$ cat src/rtl/ifetch_axi.sv
// Instruction-fetch stage: holds the PC, issues one AXI4-Lite word read per
// instruction and hands the returned word to decode over valid/ready.
module ifetch_axi #(
  parameter int                    DATA_WIDTH = 32,
  parameter int                    ADDR_WIDTH = 10,
  parameter logic [31:0]           RESET_PC   = 32'h0000_0000,
  parameter logic [DATA_WIDTH-1:0] NOP_INSN   = 32'h0000_0013
) (
  input  logic                  axi_aclk,
  input  logic                  axi_aresetn,
  input  logic                  redirect_valid,
  input  logic [31:0]           redirect_pc,
  output logic                  inst_valid,
  input  logic                  inst_ready,
  output logic [DATA_WIDTH-1:0] inst_data,
  output logic [31:0]           inst_pc,
  output logic                  inst_err,
  output logic [ADDR_WIDTH-1:0] axi_araddr,
  output logic [2:0]            axi_arprot,
  output logic                  axi_arvalid,
  input  logic                  axi_arready,
  input  logic [DATA_WIDTH-1:0] axi_rdata,
  input  logic [1:0]            axi_rresp,
  input  logic                  axi_rvalid,
  output logic                  axi_rready
);

  typedef enum logic [1:0] {
    ST_IDLE = 2'd0,
    ST_ADDR = 2'd1,
    ST_RESP = 2'd2,
    ST_OUT  = 2'd3
  } state_t;

  state_t                  state_reg, state_next;
  logic [31:0]             pc_reg, pc_next;
  logic                    drop_reg, drop_next;
  logic                    arvalid_reg, arvalid_next;
  logic [ADDR_WIDTH-1:0]   araddr_reg, araddr_next;
  logic                    inst_valid_reg, inst_valid_next;
  logic [DATA_WIDTH-1:0]   inst_data_reg, inst_data_next;
  logic [31:0]             inst_pc_reg, inst_pc_next;
  logic                    inst_err_reg, inst_err_next;
  logic [31:0]             redirect_aligned;

  assign redirect_aligned = redirect_pc & ~32'h3;

  always_ff @(posedge axi_aclk or negedge axi_aresetn) begin
    if (!axi_aresetn) begin
      state_reg      <= ST_IDLE;
      pc_reg         <= RESET_PC;
      drop_reg       <= 1'b0;
      arvalid_reg    <= 1'b0;
      araddr_reg     <= RESET_PC[ADDR_WIDTH+1:2];
      inst_valid_reg <= 1'b0;
      inst_data_reg  <= NOP_INSN;
      inst_pc_reg    <= 32'h0;
      inst_err_reg   <= 1'b0;
    end else begin
      state_reg      <= state_next;
      pc_reg         <= pc_next;
      drop_reg       <= drop_next;
      arvalid_reg    <= arvalid_next;
      araddr_reg     <= araddr_next;
      inst_valid_reg <= inst_valid_next;
      inst_data_reg  <= inst_data_next;
      inst_pc_reg    <= inst_pc_next;
      inst_err_reg   <= inst_err_next;
    end
  end

  always_comb begin
    state_next      = state_reg;
    pc_next         = pc_reg;
    drop_next       = drop_reg;
    araddr_next     = araddr_reg;
    inst_data_next  = inst_data_reg;
    inst_pc_next    = inst_pc_reg;
    inst_err_next   = inst_err_reg;

    case (state_reg)
      ST_IDLE: begin
        state_next = ST_ADDR;
        if (redirect_valid) pc_next = redirect_aligned;
      end
      ST_ADDR: begin
        // The request already on the bus must complete; its reply is dropped later.
        if (axi_arready) state_next = ST_RESP;
        if (redirect_valid) begin
          pc_next   = redirect_aligned;
          drop_next = 1'b1;
        end
      end
      ST_RESP: begin
        if (axi_rvalid) begin
          if (redirect_valid) begin
            pc_next    = redirect_aligned;
            drop_next  = 1'b0;
            state_next = ST_ADDR;
          end else if (drop_reg) begin
            drop_next  = 1'b0;
            state_next = ST_ADDR;
          end else begin
            inst_data_next = axi_rdata;
            inst_pc_next   = pc_reg;
            inst_err_next  = (axi_rresp != 2'b00);
            pc_next        = pc_reg + 32'd4;
            state_next     = ST_OUT;
          end
        end else if (redirect_valid) begin
          pc_next   = redirect_aligned;
          drop_next = 1'b1;
        end
      end
      ST_OUT: begin
        // A redirect cancels the presented instruction even if decode accepts it.
        if (redirect_valid) begin
          pc_next    = redirect_aligned;
          state_next = ST_ADDR;
        end else if (inst_ready) begin
          state_next = ST_ADDR;
        end
      end
      default: state_next = ST_IDLE;
    endcase

    arvalid_next    = (state_next == ST_ADDR);
    inst_valid_next = (state_next == ST_OUT);
    // Address is captured on entry to ADDR so a redirect cannot disturb it mid-request.
    if (state_next == ST_ADDR && state_reg != ST_ADDR)
      araddr_next = pc_next[ADDR_WIDTH+1:2];
  end

  assign axi_arvalid = arvalid_reg;
  assign axi_araddr  = araddr_reg;
  assign axi_arprot  = 3'b100;
  assign axi_rready  = (state_reg == ST_RESP);
  assign inst_valid  = inst_valid_reg;
  assign inst_data   = inst_data_reg;
  assign inst_pc     = inst_pc_reg;
  assign inst_err    = inst_err_reg;

endmodule

$ cat config.mk
export PLATFORM = sky130hd
export DESIGN_NAME = ifetch_axi
export DESIGN_NICKNAME = d
export VERILOG_FILES = /design/src/rtl/ifetch_axi.sv
export SDC_FILE = /design/constraint.sdc
export NUM_CORES = 1
export LEC_CHECK = 0
export CORE_AREA = 2 2 104 106
export CTS_CLUSTER_SIZE = 25
export DETAILED_ROUTE_END_ITERATION = 10
export DIE_AREA = 0 0 106 108
export PLACE_DENSITY = 0.89
export SLEW_MARGIN = 20
export SYNTH_ARGS = -nofsm -noshare
export SYNTH_HDL_FRONTEND = slang
export SYNTH_SLANG_ARGS = --single-unit
export TNS_END_PERCENT = 10
$ cat constraint.sdc
create_clock -name axi_aclk -period 3.9 [get_ports axi_aclk]
set_input_delay 0.39 -clock axi_aclk [delete_from_list [all_inputs] [get_ports axi_aclk]]
set_output_delay 0.39 -clock axi_aclk [all_outputs]
set_load 0.03 [all_outputs]
==> results of run 1 <==
worst max-delay path by stage:
stage | start | endpoint | slack, ps | cells past startpoint
floorplan | state_reg[0] | inst_data[28] | 1660 | 6
global placement | axi_rvalid | axi_araddr[5] | 1180 | 7
global route | state_reg[0] | axi_araddr[5] | 1240 | 8
finish | state_reg[0] | axi_araddr[5] | 1390 | 8
detailed placement | axi_rvalid | axi_araddr[5] | 1090 | 7
CTS | state_reg[0] | axi_araddr[5] | 1400 | 8
kinds of logic after synthesis:
logic type | share of synthesized area, %
buf+inv | 2.58
flops | 54.6
mux | 17.8
compound gates | 9.42
simple gates | 12.6
xor+xnor | 1.19
other cells | 0.146
fa+ha+maj | 1.70
worst max-delay path, stage by stage (launching register included):
cell	delay (ps)
dfrtp_1	440
inv_1	130
ha_1	200
nand2_1	230
nor3_1	550
buf_4	280
nand4_1	120
mux2i_1	160
mux2_1	290
per-layer routing:
| metal | vias to the layer above | GRT usage [%] | part of all wire (%) |
|---|---|---|---|
| li1 | 1860 | - | - |
| met1 | 1998 | 28.0 | 41 |
| met2 | 149 | 38.9 | 51 |
| met3 | 17 | 3.38 | 5.5 |
| met4 | 0 | 9.68 | 2.2 |
| met5 | - | 0 | 0 |
final cells by class:
cell class              instances  area (um^2)
inverters                       6         22.5
repair buffers                153         1510
clock inverters                 5         61.3
fillers                       766         3310
clock buffers                  11          141
multi-input cells             291         2210
flip-flops and latches        112         2810
well taps                     136          170
power by group through the flow:
stage,sequential [uW],clock (uW),combinational (uW)
global route,1640,771,1500
global placement,1610,0,1380
floorplan,1960,0,469
CTS,1600,731,1420
detailed placement,1630,0,1410
finish,1610,710,1410
through the flow:
stage | power [uW] | area, um^2 | setup slack [ps] | hold WS (ps)
finish | 3720 | 6920 | 1390 | 132
global route | 3910 | 6920 | 1240 | 194
CTS | 3760 | 6920 | 1400 | 166
detailed placement | 3040 | 6720 | 1090 | 482
global placement | 2990 | 6720 | 1180 | 468
floorplan | 2420 | 5150 | 1660 | 94.4
layout by cell type, fill, tap and decap left out, drive strengths merged, types with 2 or more instances in the layout:
cell type / count
a21o: 6
ha: 7
nand4: 9
mux2: 75
nor2: 16
a22oi: 4
o21a: 2
a31oi: 8
nor2b: 4
a32oi: 2
o311ai: 6
and2: 5
xnor2: 6
o211ai: 2
and3: 9
mux2i: 7
clkinv: 2
or3: 2
dfstp: 3
a221oi: 2
a21oi: 11
nand2: 30
nand3: 21
clkbuf: 11
conb: 3
o221ai: 3
dfrtp: 109
nor4: 6
inv: 8
clkdlybuf4s50: 145
o21ai: 20
nor3: 10
or4: 3
buf: 8
==> reports/results.tsv, run 1 <==
stage	metric	value	unit
sta	relSlewSlack	39.4	%
sta	final.period_utilization	64.3	%
sta	fin_tns_setup	0	ps
floorplanning	initial_utilization	50.3	%
worst_setup_path	worstPathRequired	4160	ps
detailed_routing	drc_errors	0	
sta	slew_violations	0	
clock_network	clock_sinks	112	
worst_setup_path	arrival	2770	ps
sta	layout_min_cycle_time	2510	ps
finish	area_growth	34.6	%
worst_setup_path	critPathLaunchType	flip-flop	
synth	synthArstFlopShare	100	%
finish	final_nets	652	
detailed_routing	ant_nets	0	
worst_setup_path	cp_max_fo	10	
clock_network	clockRootBuffer	clkbuf_8	
clock_network	postCtsSetupBuffers	0	
sta	worst_pin_slew	908	ps
sta	rsz0062_at_grt	false	
synth	synth.top_cell.area_share	53.0	%
worst_setup_path	r2r_slack	1390	ps
synth	syn_avg_cell_area	11.9	um^2
sta	skew	13.4	ps
detailed_routing	post_drt_wl_per_cell	17.2	um
power_and_ir_drop	p_comb_share	37.8	%
run	maxCapViolations	0	
worst_setup_path	r2r_start	state_reg[0]	
synth	syn_area	5140	um^2
floorplanning	die_y	108	um
placement	io_buffers	147	
placement	gp_congestion	0.875	
synth	synth_edf_count	0	
floorplanning	die_width	106	um
placement	hpwlAfterDp	8890	um
finish	fin_cells	714	
detailed_routing	vias	4024	
clock_network	clk_path_buf_depth	2	
power_and_ir_drop	power_density	538	nW/um^2
clock_network	cts_tree	built	
global_route	grt.total_usage	22.4	%
run_status	status	finished clean	
synth	netlist_instances	432	
power_and_ir_drop	switching_share	36.2	%
power_and_ir_drop	power_leakage	0.00304	uW
power_and_ir_drop	power_frac_seq	43.2	%
synth	synth_top_cell_by_area	dfrtp_1	
floorplanning	core_area	10200	um^2
global_route	grt_max_degree	73	
clock_network	cts_buffers	9	
sta	setup-violations-final	0	
worst_setup_path	cp-end-kind	flip-flop	
floorplanning	placementRows	37	
finish	drive_gt1_share	17.1	%
power_and_ir_drop	p_switching	1350	uW
worst_setup_path	rr_worst_depth	8	
synth	yosys-top-cells-count	109 x dfrtp_1, 65 x mux2_2, 30 x nand2_1	
finish	final_core_util	67.7	%
power_and_ir_drop	power_frac_clock	19.1	%
hold_path	worstHoldPathType	in2async	
worst_setup_path	r2r_end	axi_araddr[5]	
detailed_routing	vias_per_cell	5.64	
clock_network	clkTransAtPathRegs	110	ps
synth	synth_area_leaders	dfrtp_1 53%, mux2_2 14%, mux2_1 2.2%	
detailed_routing	dr.pass1.iters	5	
worst_setup_path	crit_type	reg2reg	
sta	fmax	399	MHz
global_route	grt_pass1_vias	4029	
global_route	antenna_found_initial	0	
clock_network	insertion_delay	370	ps
power_and_ir_drop	ir_drop	0.000351	V
finish	antenna_cells	0	
synth	synth_most_common_cell	dfrtp_1	
sta	hold_violations	0	
global_route	grt_pass1_wl	20100	um
synth	synth.distinct_cells	57	
synth	ys_seq_area_share	54.6	%
detailed_routing	drtIter0Drc	142	
detailed_routing	wl	12300	um
placement	placed_cells	698	
floorplanning	fp.dieArea	11400	um^2
synth	synth_warnings	0	
floorplanning	io_pins	153	
clock_network	htree_levels	3	
synth	synth_flop_cell	dfrtp_1	
power_and_ir_drop	internal_power	2370	uW
synth	synth.ff_latch_count	112	
clock_network	cts_hold_buf	0	
global_route	overflow	0	
clock_network	ctsResizeCount	0	
Power figures use the tool's default switching activity.
==> inputs of run 2 (changes only) <==
--- a/config.mk
+++ b/config.mk
@@ -5,11 +5,11 @@
 export SDC_FILE = /design/constraint.sdc
 export NUM_CORES = 1
 export LEC_CHECK = 0
-export CORE_AREA = 2 2 104 106
+export CORE_AREA = 2 2 108 110
 export CTS_CLUSTER_SIZE = 25
 export DETAILED_ROUTE_END_ITERATION = 10
-export DIE_AREA = 0 0 106 108
-export PLACE_DENSITY = 0.89
+export DIE_AREA = 0 0 110 112
+export PLACE_DENSITY = 0.84
 export SLEW_MARGIN = 20
 export SYNTH_ARGS = -nofsm -noshare
 export SYNTH_HDL_FRONTEND = slang
==> constraint.sdc (replaced) <==
create_clock -name axi_aclk -period 2.5 [get_ports axi_aclk]
set_input_delay 0.25 -clock axi_aclk [delete_from_list [all_inputs] [get_ports axi_aclk]]
set_output_delay 0.25 -clock axi_aclk [all_outputs]
set_load 0.03 [all_outputs]
==> reports/results.tsv, run 2 (synthesis gave the netlist of run 1 again) <==
stage	metric	value	unit	change
worst_setup_path	rr_worst_depth	7		-1
detailed_routing	vias	4042		+0.45%
clock_network	cts_tree	built		
hold_path	worstHoldPathType	in2reg		
finish	final_nets	662		+1.5%
global_route	grt_max_degree	45		-38%
finish	drive_gt1_share	18.2	%	+1.1 points
placement	gp_congestion	0.914		+4.5%
detailed_routing	drc_errors	0		unchanged
clock_network	clockRootBuffer	clkbuf_16		
sta	worst_pin_slew	640	ps	-269 ps
sta	slew_violations	0		unchanged
worst_setup_path	critPathLaunchType	flip-flop		
clock_network	clkTransAtPathRegs	70	ps	-40 ps
sta	fin_tns_setup	0	ps	unchanged
finish	area_growth	38.2	%	
detailed_routing	drtIter0Drc	198		+39%
clock_network	insertion_delay	350	ps	-20 ps
global_route	grt.total_usage	21.6	%	-0.79 points
power_and_ir_drop	ir_drop	0.000488	V	+39%
clock_network	clock_sinks	112		unchanged
detailed_routing	post_drt_wl_per_cell	17.2	um	+0.27%
floorplanning	fp.dieArea	12300	um^2	+7.6%
global_route	grt_pass1_vias	4166		+3.4%
global_route	grt_pass1_wl	20600	um	+2.1%
power_and_ir_drop	power_leakage	0.00312	uW	+2.4%
sta	final.period_utilization	91.3	%	+27 points
global_route	overflow	0		unchanged
sta	fmax	438	MHz	+9.8%
floorplanning	placementRows	39		+5.4%
sta	relSlewSlack	57.0	%	+18 points
worst_setup_path	worstPathRequired	2730	ps	-1430 ps
placement	io_buffers	147		unchanged
hold_path	whs_path_depth	4		
power_and_ir_drop	power_density	855	nW/um^2	+59%
finish	final_common_cell	clkdlybuf4s50_1		
worst_setup_path	crit_type	reg2reg		
clock_network	htree_levels	3		unchanged
run	maxCapViolations	0		unchanged
worst_setup_path	cp_max_fo	10		unchanged
detailed_routing	wl	12600	um	+2.7%
sta	setup-violations-final	0		unchanged
finish	final_cell_mix	145 x clkdlybuf4s50_1, 109 x dfrtp_1, 65 x mux2_2		
clock_network	postCtsSetupBuffers	0		unchanged
clock_network	cts_buffers	9		unchanged
detailed_routing	dr.pass1.iters	4		-1
floorplanning	die_width	110	um	+3.8%
global_route	antenna_found_initial	0		unchanged
finish	final_core_util	63.6	%	-4.1 points
floorplanning	core_area	11200	um^2	+9.2%
sta	layout_min_cycle_time	2280	ps	-223 ps
clock_network	clk_path_buf_depth	2		unchanged
floorplanning	die_y	112	um	+3.7%
run_status	status	finished clean		
floorplanning	io_pins	153		unchanged
worst_setup_path	arrival	2510	ps	-260 ps
placement	hpwlAfterDp	9170	um	+3.2%
detailed_routing	vias_per_cell	5.53		-1.9%
sta	rsz0062_at_grt	false		
floorplanning	initial_utilization	46.0	%	-4.2 points
sta	skew	6.87	ps	-6.54 ps
detailed_routing	ant_nets	0		unchanged
finish	antenna_cells	0		unchanged
worst_setup_path	cp-end-kind	flip-flop		
sta	hold_violations	0		unchanged
==> run 2: changes by cell type in the layout (fill, tap and decap cells not counted), moves of 2 or more <==
cell and change:
clkbuf_16 +9, clkbuf_8 -9, buf_4 +7, clkbuf_1 +3, buf_12 +2, clkinvlp_4 +2, inv_6 -2
==> run 2: metal layers <==
layer  track usage (%)  vias to the layer above  share of wire, %
met5                 0                        -                 0
met4              8.61                        0               2.4
met3              3.81                       24               5.4
met2              35.5                      143                50
met1              28.0                     2000                42
li1                  -                     1875                 -
==> run 2: report_power, final <==
group	internal (uW)	total [uW]	switching (uW)	leakage [uW]
combinational	1030	2250	1220	0.00154
sequential	2200	2500	293	0.00146
clock	706	1330	623	0.000123
total	3940	6080	2140	0.00312
==> run 2: critical path, cell delays in order (launching register included) <==
cell	delay [ps]
dfrtp_1	440
inv_1	130
ha_1	290
nand2_1	190
a22oi_2	240
a31oi_1	110
or2_2	420
mux2_1	350
==> run 2: through the flow <==
stage | worst slack, ps | total power, uW | cells | area (um^2) | hold slack, ps
after CTS | 128 | 6110 | 731 | 7100 | 326
after detailed placement | 84.9 | 4770 | 714 | 6820 | 253
after global placement | 192 | 4700 | 714 | 6820 | 242
after floorplan | 264 | 3780 | 433 | 5150 | -45.6
after global routing | 33.0 | 6390 | 731 | 7110 | 369
final | 217 | 6080 | 731 | 7110 | 343
==> run 2: final timing paths <==
check                                from            end  slack (ps)
min reg2reg                     pc_reg[0]      pc_reg[0]         490
max reg2reg                  state_reg[0]  axi_araddr[9]         220
min in group asynchronous     axi_aresetn  inst_data[11]         410
max                          state_reg[0]  axi_araddr[9]         220
min                        redirect_valid     pc_reg[25]         340
max in group asynchronous     axi_aresetn   inst_data[4]        1240
==> run 2: what timing repair did <==
| item | CTS | global route |
|---|---|---|
| setup endpoints to repair | 0 | 10 |
| hold buffers | 1 | 0 |
| hold endpoints to repair | 36 | 0 |
| gates resized for setup | 0 | 2 |
==> run 2: layout make-up <==
type / instances / area (um^2)
Fill cell: 883 / 4070
Tap cell: 143 / 179
Clock buffer: 14 / 254
Inverter: 6 / 22.5
Timing Repair Buffer: 163 / 1610
Clock inverter: 2 / 15.0
Sequential cell: 112 / 2810
Multi-Input combinational cell: 291 / 2220
==> inputs of run 3 (changes only) <==
--- a/config.mk
+++ b/config.mk
@@ -14,4 +14,4 @@
 export SYNTH_ARGS = -nofsm -noshare
 export SYNTH_HDL_FRONTEND = slang
 export SYNTH_SLANG_ARGS = --single-unit
-export TNS_END_PERCENT = 10
+export TNS_END_PERCENT = 20
==> results of run 3 <==
Same layout as run 2: the final DEF is identical, and so are final timing and power.
